==> config.mk <==
export PLATFORM = sky130hd
export DESIGN_NAME = request_shaper
export DESIGN_NICKNAME = d
export VERILOG_FILES = /design/src/rtl/request_shaper.sv
export SDC_FILE = /design/constraint.sdc
export NUM_CORES = 1
export LEC_CHECK = 0
export BUFFER_PORTS_ARGS = -buffer_cell sky130_fd_sc_hd__buf_4
export CAP_MARGIN = 20
export CORE_MARGIN = 1
export CORE_UTILIZATION = 54
export DETAILED_ROUTE_END_ITERATION = 10
export PLACE_DENSITY = 0.83
export SYNTH_ARGS = -nofsm -noshare
export SYNTH_HDL_FRONTEND = slang
export SYNTH_SLANG_ARGS = --single-unit
==> constraint.sdc <==
create_clock -name clk -period 2.2 [get_ports clk]
set_input_delay 0.22 -clock clk [delete_from_list [all_inputs] [get_ports clk]]
set_output_delay 0.22 -clock clk [all_outputs]
set_load 0.01 [all_outputs]
==> src/rtl/request_shaper.sv <==
// Request shaper: per-device job front-end for a fixed-priority grant arbiter.
// Holds each request until its job's beats complete, with tenure limit and cooldown.
module request_shaper #(
  parameter int N_DEV      = 3,
  parameter int LEN_W      = 8,
  parameter int MAX_TENURE = 64,
  parameter int COOLDOWN   = 4
) (
  input  logic                   clk,
  input  logic                   reset,
  input  logic [N_DEV-1:0]       job_valid,
  input  logic [N_DEV*LEN_W-1:0] job_len,
  output logic [N_DEV-1:0]       job_ready,
  output logic [N_DEV-1:0]       r,
  input  logic [N_DEV-1:0]       g,
  output logic [N_DEV-1:0]       beat,
  output logic [N_DEV-1:0]       job_done,
  output logic                   grant_err
);
  localparam int TEN_W = $clog2(MAX_TENURE + 1);
  localparam int CD_W  = (COOLDOWN > 1) ? $clog2(COOLDOWN) : 1;

  localparam logic [1:0] S_IDLE = 2'd0;
  localparam logic [1:0] S_REQ  = 2'd1;
  localparam logic [1:0] S_OWN  = 2'd2;
  localparam logic [1:0] S_COOL = 2'd3;

  localparam logic [LEN_W-1:0] LEN_ZERO = LEN_W'(0);
  localparam logic [LEN_W-1:0] LEN_ONE  = LEN_W'(1);
  localparam logic [TEN_W-1:0] TEN_ONE  = TEN_W'(1);
  localparam logic [TEN_W-1:0] TEN_MAX  = TEN_W'(MAX_TENURE);
  localparam logic [CD_W-1:0]  CD_ZERO  = CD_W'(0);
  localparam logic [CD_W-1:0]  CD_ONE   = CD_W'(1);
  localparam logic [CD_W-1:0]  CD_INIT  = CD_W'(COOLDOWN - 1);

  logic [N_DEV-1:0][1:0]       r_state;
  logic [N_DEV-1:0][1:0]       w_state_nxt;
  logic [N_DEV-1:0][LEN_W-1:0] r_rem;
  logic [N_DEV-1:0][LEN_W-1:0] w_rem_nxt;
  logic [N_DEV-1:0][TEN_W-1:0] r_ten;
  logic [N_DEV-1:0][TEN_W-1:0] w_ten_nxt;
  logic [N_DEV-1:0][CD_W-1:0]  r_cd;
  logic [N_DEV-1:0][CD_W-1:0]  w_cd_nxt;
  logic [N_DEV-1:0]            r_req;
  logic [N_DEV-1:0]            w_req_nxt;
  logic [N_DEV-1:0]            r_done;
  logic [N_DEV-1:0]            w_done_nxt;
  logic [N_DEV-1:0]            w_in_cool;
  logic                        r_gerr;
  logic                        w_gerr_hit;

  function automatic logic multi_hot(input logic [N_DEV-1:0] v);
    return (v & (v - N_DEV'(1))) != {N_DEV{1'b0}};
  endfunction

  // State and counter registers, request/done/error output flops
  always_ff @(posedge clk) begin
    if (reset) begin
      r_state <= '0;
      r_rem   <= '0;
      r_ten   <= '0;
      r_cd    <= '0;
      r_req   <= '0;
      r_done  <= '0;
      r_gerr  <= 1'b0;
    end else begin
      r_state <= w_state_nxt;
      r_rem   <= w_rem_nxt;
      r_ten   <= w_ten_nxt;
      r_cd    <= w_cd_nxt;
      r_req   <= w_req_nxt;
      r_done  <= w_done_nxt;
      r_gerr  <= r_gerr | w_gerr_hit;
    end
  end

  // Per-channel next-state; r is registered from next state so it tracks the FSM without lag
  always_comb begin
    w_state_nxt = r_state;
    w_rem_nxt   = r_rem;
    w_ten_nxt   = r_ten;
    w_cd_nxt    = r_cd;
    w_done_nxt  = '0;
    w_req_nxt   = '0;
    for (int i = 0; i < N_DEV; i++) begin
      case (r_state[i])
        S_IDLE: begin
          if (job_valid[i]) begin
            if (job_len[i*LEN_W +: LEN_W] != LEN_ZERO) begin
              w_state_nxt[i] = S_REQ;
              w_rem_nxt[i]   = job_len[i*LEN_W +: LEN_W];
              w_ten_nxt[i]   = TEN_W'(0);
            end else begin
              w_done_nxt[i]  = 1'b1;
            end
          end else begin
            w_state_nxt[i] = S_IDLE;
          end
        end
        S_REQ, S_OWN: begin
          if (beat[i]) begin
            w_rem_nxt[i] = r_rem[i] - LEN_ONE;
            w_ten_nxt[i] = (r_state[i] == S_REQ) ? TEN_ONE : (r_ten[i] + TEN_ONE);
            // Completion wins over preemption when both land on the same beat
            if (r_rem[i] == LEN_ONE) begin
              w_state_nxt[i] = S_COOL;
              w_cd_nxt[i]    = CD_INIT;
              w_done_nxt[i]  = 1'b1;
            end else if (w_ten_nxt[i] == TEN_MAX) begin
              w_state_nxt[i] = S_COOL;
              w_cd_nxt[i]    = CD_INIT;
            end else begin
              w_state_nxt[i] = S_OWN;
            end
          end else begin
            w_state_nxt[i] = r_state[i];
          end
        end
        S_COOL: begin
          if (r_cd[i] == CD_ZERO) begin
            w_state_nxt[i] = (r_rem[i] != LEN_ZERO) ? S_REQ : S_IDLE;
          end else begin
            w_cd_nxt[i] = r_cd[i] - CD_ONE;
          end
        end
        default: begin
          w_state_nxt[i] = S_IDLE;
        end
      endcase
      w_req_nxt[i] = (w_state_nxt[i] == S_REQ) || (w_state_nxt[i] == S_OWN);
    end
    w_gerr_hit = multi_hot(g) || ((g & ~r_req & ~w_in_cool) != {N_DEV{1'b0}});
  end

  // Output decode
  always_comb begin
    job_ready = '0;
    w_in_cool = '0;
    for (int i = 0; i < N_DEV; i++) begin
      job_ready[i] = (r_state[i] == S_IDLE);
      w_in_cool[i] = (r_state[i] == S_COOL);
    end
    beat      = r_req & g;
    r         = r_req;
    job_done  = r_done;
    grant_err = r_gerr;
  end

endmodule
==> impl_metrics.ini <==
[setup_path]
setup.worst_path.start = r_state[0]$_SDFF_PP0_
cp-start-kind = flop
rr_startpoint = r_state[0]$_SDFF_PP0_
ff2ff_path_depth = 8
reg2reg_slack_ps = 70
crit_fanout = 7
cp.required_ps = 2410
end_kind = flop
crit_path_end = r[0]$_SDFF_PP0_
crit_arrival_ps = 2340
worstReg2RegEnd = r[0]$_SDFF_PP0_
crit_type = flop to flop

[synthesis]
yosysSeqAreaShare_pct = 30.9
synthTopCellsByCount = 64 x dfxtp_1, 56 x nor2_1, 54 x a21oi_1, 47 x nand2_1, 36 x o21ai_0
synth_area_leaders = dfxtp_1 31%, ha_1 6.9%, a21oi_1 6.5%, nor2_1 5.1%, o21ai_0 4.3%
synth.top_cell.area_share_pct = 30.9
synth_seq_cells = 64
synthCells = 542
ys.flop_type = dfxtp_1
synth-edff-count = 0
yosys.area.top_type = dfxtp_1
ys_types = 63
synthArstFlopShare_pct = 0
synth_nets = 597
syn-cell-area_um2 = 4150
yosysWarnings = 0
yosysMostFrequentCell = dfxtp_1
synth_area_per_cell_um2 = 7.65

[layout]
finalCoreUtilization_pct = 66.6
nets = 649
instances_no_fill = 697
syn2layout_area_growth_pct = 17.6
finish.instance_area_um2 = 4880
diodes = 0
drive_above_1_share_pct = 18.6

[timing]
report.final.slew_viol_count = 0
setup_viol = 0
hold_violations = 0
rsz0062_at_grt = true
fin_skew_ps = 10.5
timing.fmax_ghz = 0.470
worstMarginPinSlew_ps = 710
holdWs_ps = 172
fin_setup_tns_ps = 0
period_needed_ps = 2130
slew_headroom_pct = 52.7
period_share_pct = 96.7

[clock_network]
cts-root-buf = clkbuf_8
cts_max_path_buffers = 2
cts-buffers-inserted = 9
hold_buffers = 0
cts_max_level = 3
clock_latency_ps = 350
cts_tree = built
path_clk_slew_ps = 70
clkSinkCount = 64

[grt]
grt_usage_pct = 26.8
grt_pass1_wl_mm = 16.9
grt_antenna_before_repair = 0
grt_max_degree = 65
grt.overflow.total = 0
grt_pass1_vias = 3812

[die]
fp-row-count = 31
initial_core_util_pct = 56.6
die_x_um = 89.7
die_y_um = 89.7
core_region_area_um2 = 7330
pin_count = 45
die_area_um2 = 8040

[routing]
drc = 0
antenna_left = 0
routed_wl_mm = 10.4
wl_met1_mm = 4.74
drtPass1Iterations = 5
met3_wirelength_um = 535
highest_layer = met4
viasPerCell = 6.18
dr_wl_met2_mm = 4.90
drtIter0Drc = 329
wl_per_cell_um = 14.9
dr_total_vias = 4304

[placed_design]
hpwl_mm = 7.31
port_buffers = 44
dp.cells = 680
dpl_cell_area_um2 = 4630
place.gp.congestion = 0.981

[pwr]
p_leak_uw = 0.00189
p_per_area_nw_per_um2 = 566
peakVddDrop_mv = 0.352

[status]
status = finished clean

[run]
timing.max_cap.violations = 0

[min_path]
hp-class = input port to flop
[power breakdown]
part           switching, uW  total, uW  internal, uW
Combinational            286        513           228
Clock                    473        985           512
Sequential              54.9       1260          1210
[worst max-delay path: stages, from the launching register on]
cell and delay [ps]:
dfxtp_1 430, inv_1 80, ha_2 340, a21boi_1 190
o31ai_1 360, nand4_1 180, o211ai_2 200, xor2_1 160
nor2_1 50
[what timing repair did]
action	4_1_cts	5_1_grt
pin swaps	0	2
gates resized for setup	2	13
setup buffers	0	2
setup endpoints to repair	1	26
[cell families after synthesis]
group                    count (synthesis)  share of synthesized area, %
multiplexers                             4                          1.03
XOR/XNOR                                 5                          1.06
flip-flops                              64                          30.9
adder cells (fa/ha/maj)                 23                          6.94
AO/OA/AOI/OAI                          176                          27.4
AND/OR/NAND/NOR                        225                          28.3
buffers and inverters                   45                          4.37
[flip-flops by register name, summed over array words and instances, names as in the netlist]
signal,cells
r,3
job_done,3
r_cd,6
r_ten,21
r_rem,24
r_state,6
grant_err,1
[worst min-delay path by stage]
stage,from,end,slack (ps),cells after the start
floorplan,g[2],grant_err$_SDFF_PP0_,380,2
global placement,r_rem[17]$_SDFFE_PP0P_,r_rem[17]$_SDFFE_PP0P_,460,2
detailed placement,r_rem[7]$_SDFFE_PP0P_,r_rem[7]$_SDFFE_PP0P_,480,2
CTS,job_len[16],r_rem[16]$_SDFFE_PP0P_,160,3
global route,job_len[0],r_rem[0]$_SDFFE_PP0P_,160,3
finish,job_len[0],r_rem[0]$_SDFFE_PP0P_,170,3
[routing by layer]
layer	global-route usage, %	up-vias
met5	0	-
met4	11.1	0
met3	5.48	24
met2	43.0	142
met1	35.2	2035
li1	-	2103
[metrics by stage]
step                worst slack, ps  power, uW
floorplan                       129       1610
global placement                190       1760
detailed placement             6.31       1780
CTS                            15.6       2770
global route                  0.135       2900
finish                         72.6       2760
[final cells by class]
class / count / area [um^2]
Timing Repair Buffer: 62 / 465
Multi-Input combinational cell: 433 / 2730
Tap cell: 99 / 124
Sequential cell: 64 / 1280
Fill cell: 597 / 2450
Clock inverter: 6 / 61.3
Inverter: 24 / 90.1
Clock buffer: 9 / 124
[layout by cell type (no fill, tap or decap), types with 9 or more instances in the layout]
cell type | synthesis | final
nor3_1 | 14 | 13
a21oi_1 | 54 | 54
inv_1 | 24 | 24
nand3_1 | 15 | 15
a211oi_1 | 11 | 9
buf_4 | 0 | 62
ha_1 | 23 | 19
nand2_1 | 47 | 47
nand2b_1 | 13 | 13
clkbuf_8 | 0 | 9
and3_1 | 13 | 13
o21ai_0 | 36 | 36
nor2_1 | 56 | 56
nor2b_1 | 12 | 12
dfxtp_1 | 64 | 62
Power figures use the tool's default switching activity.
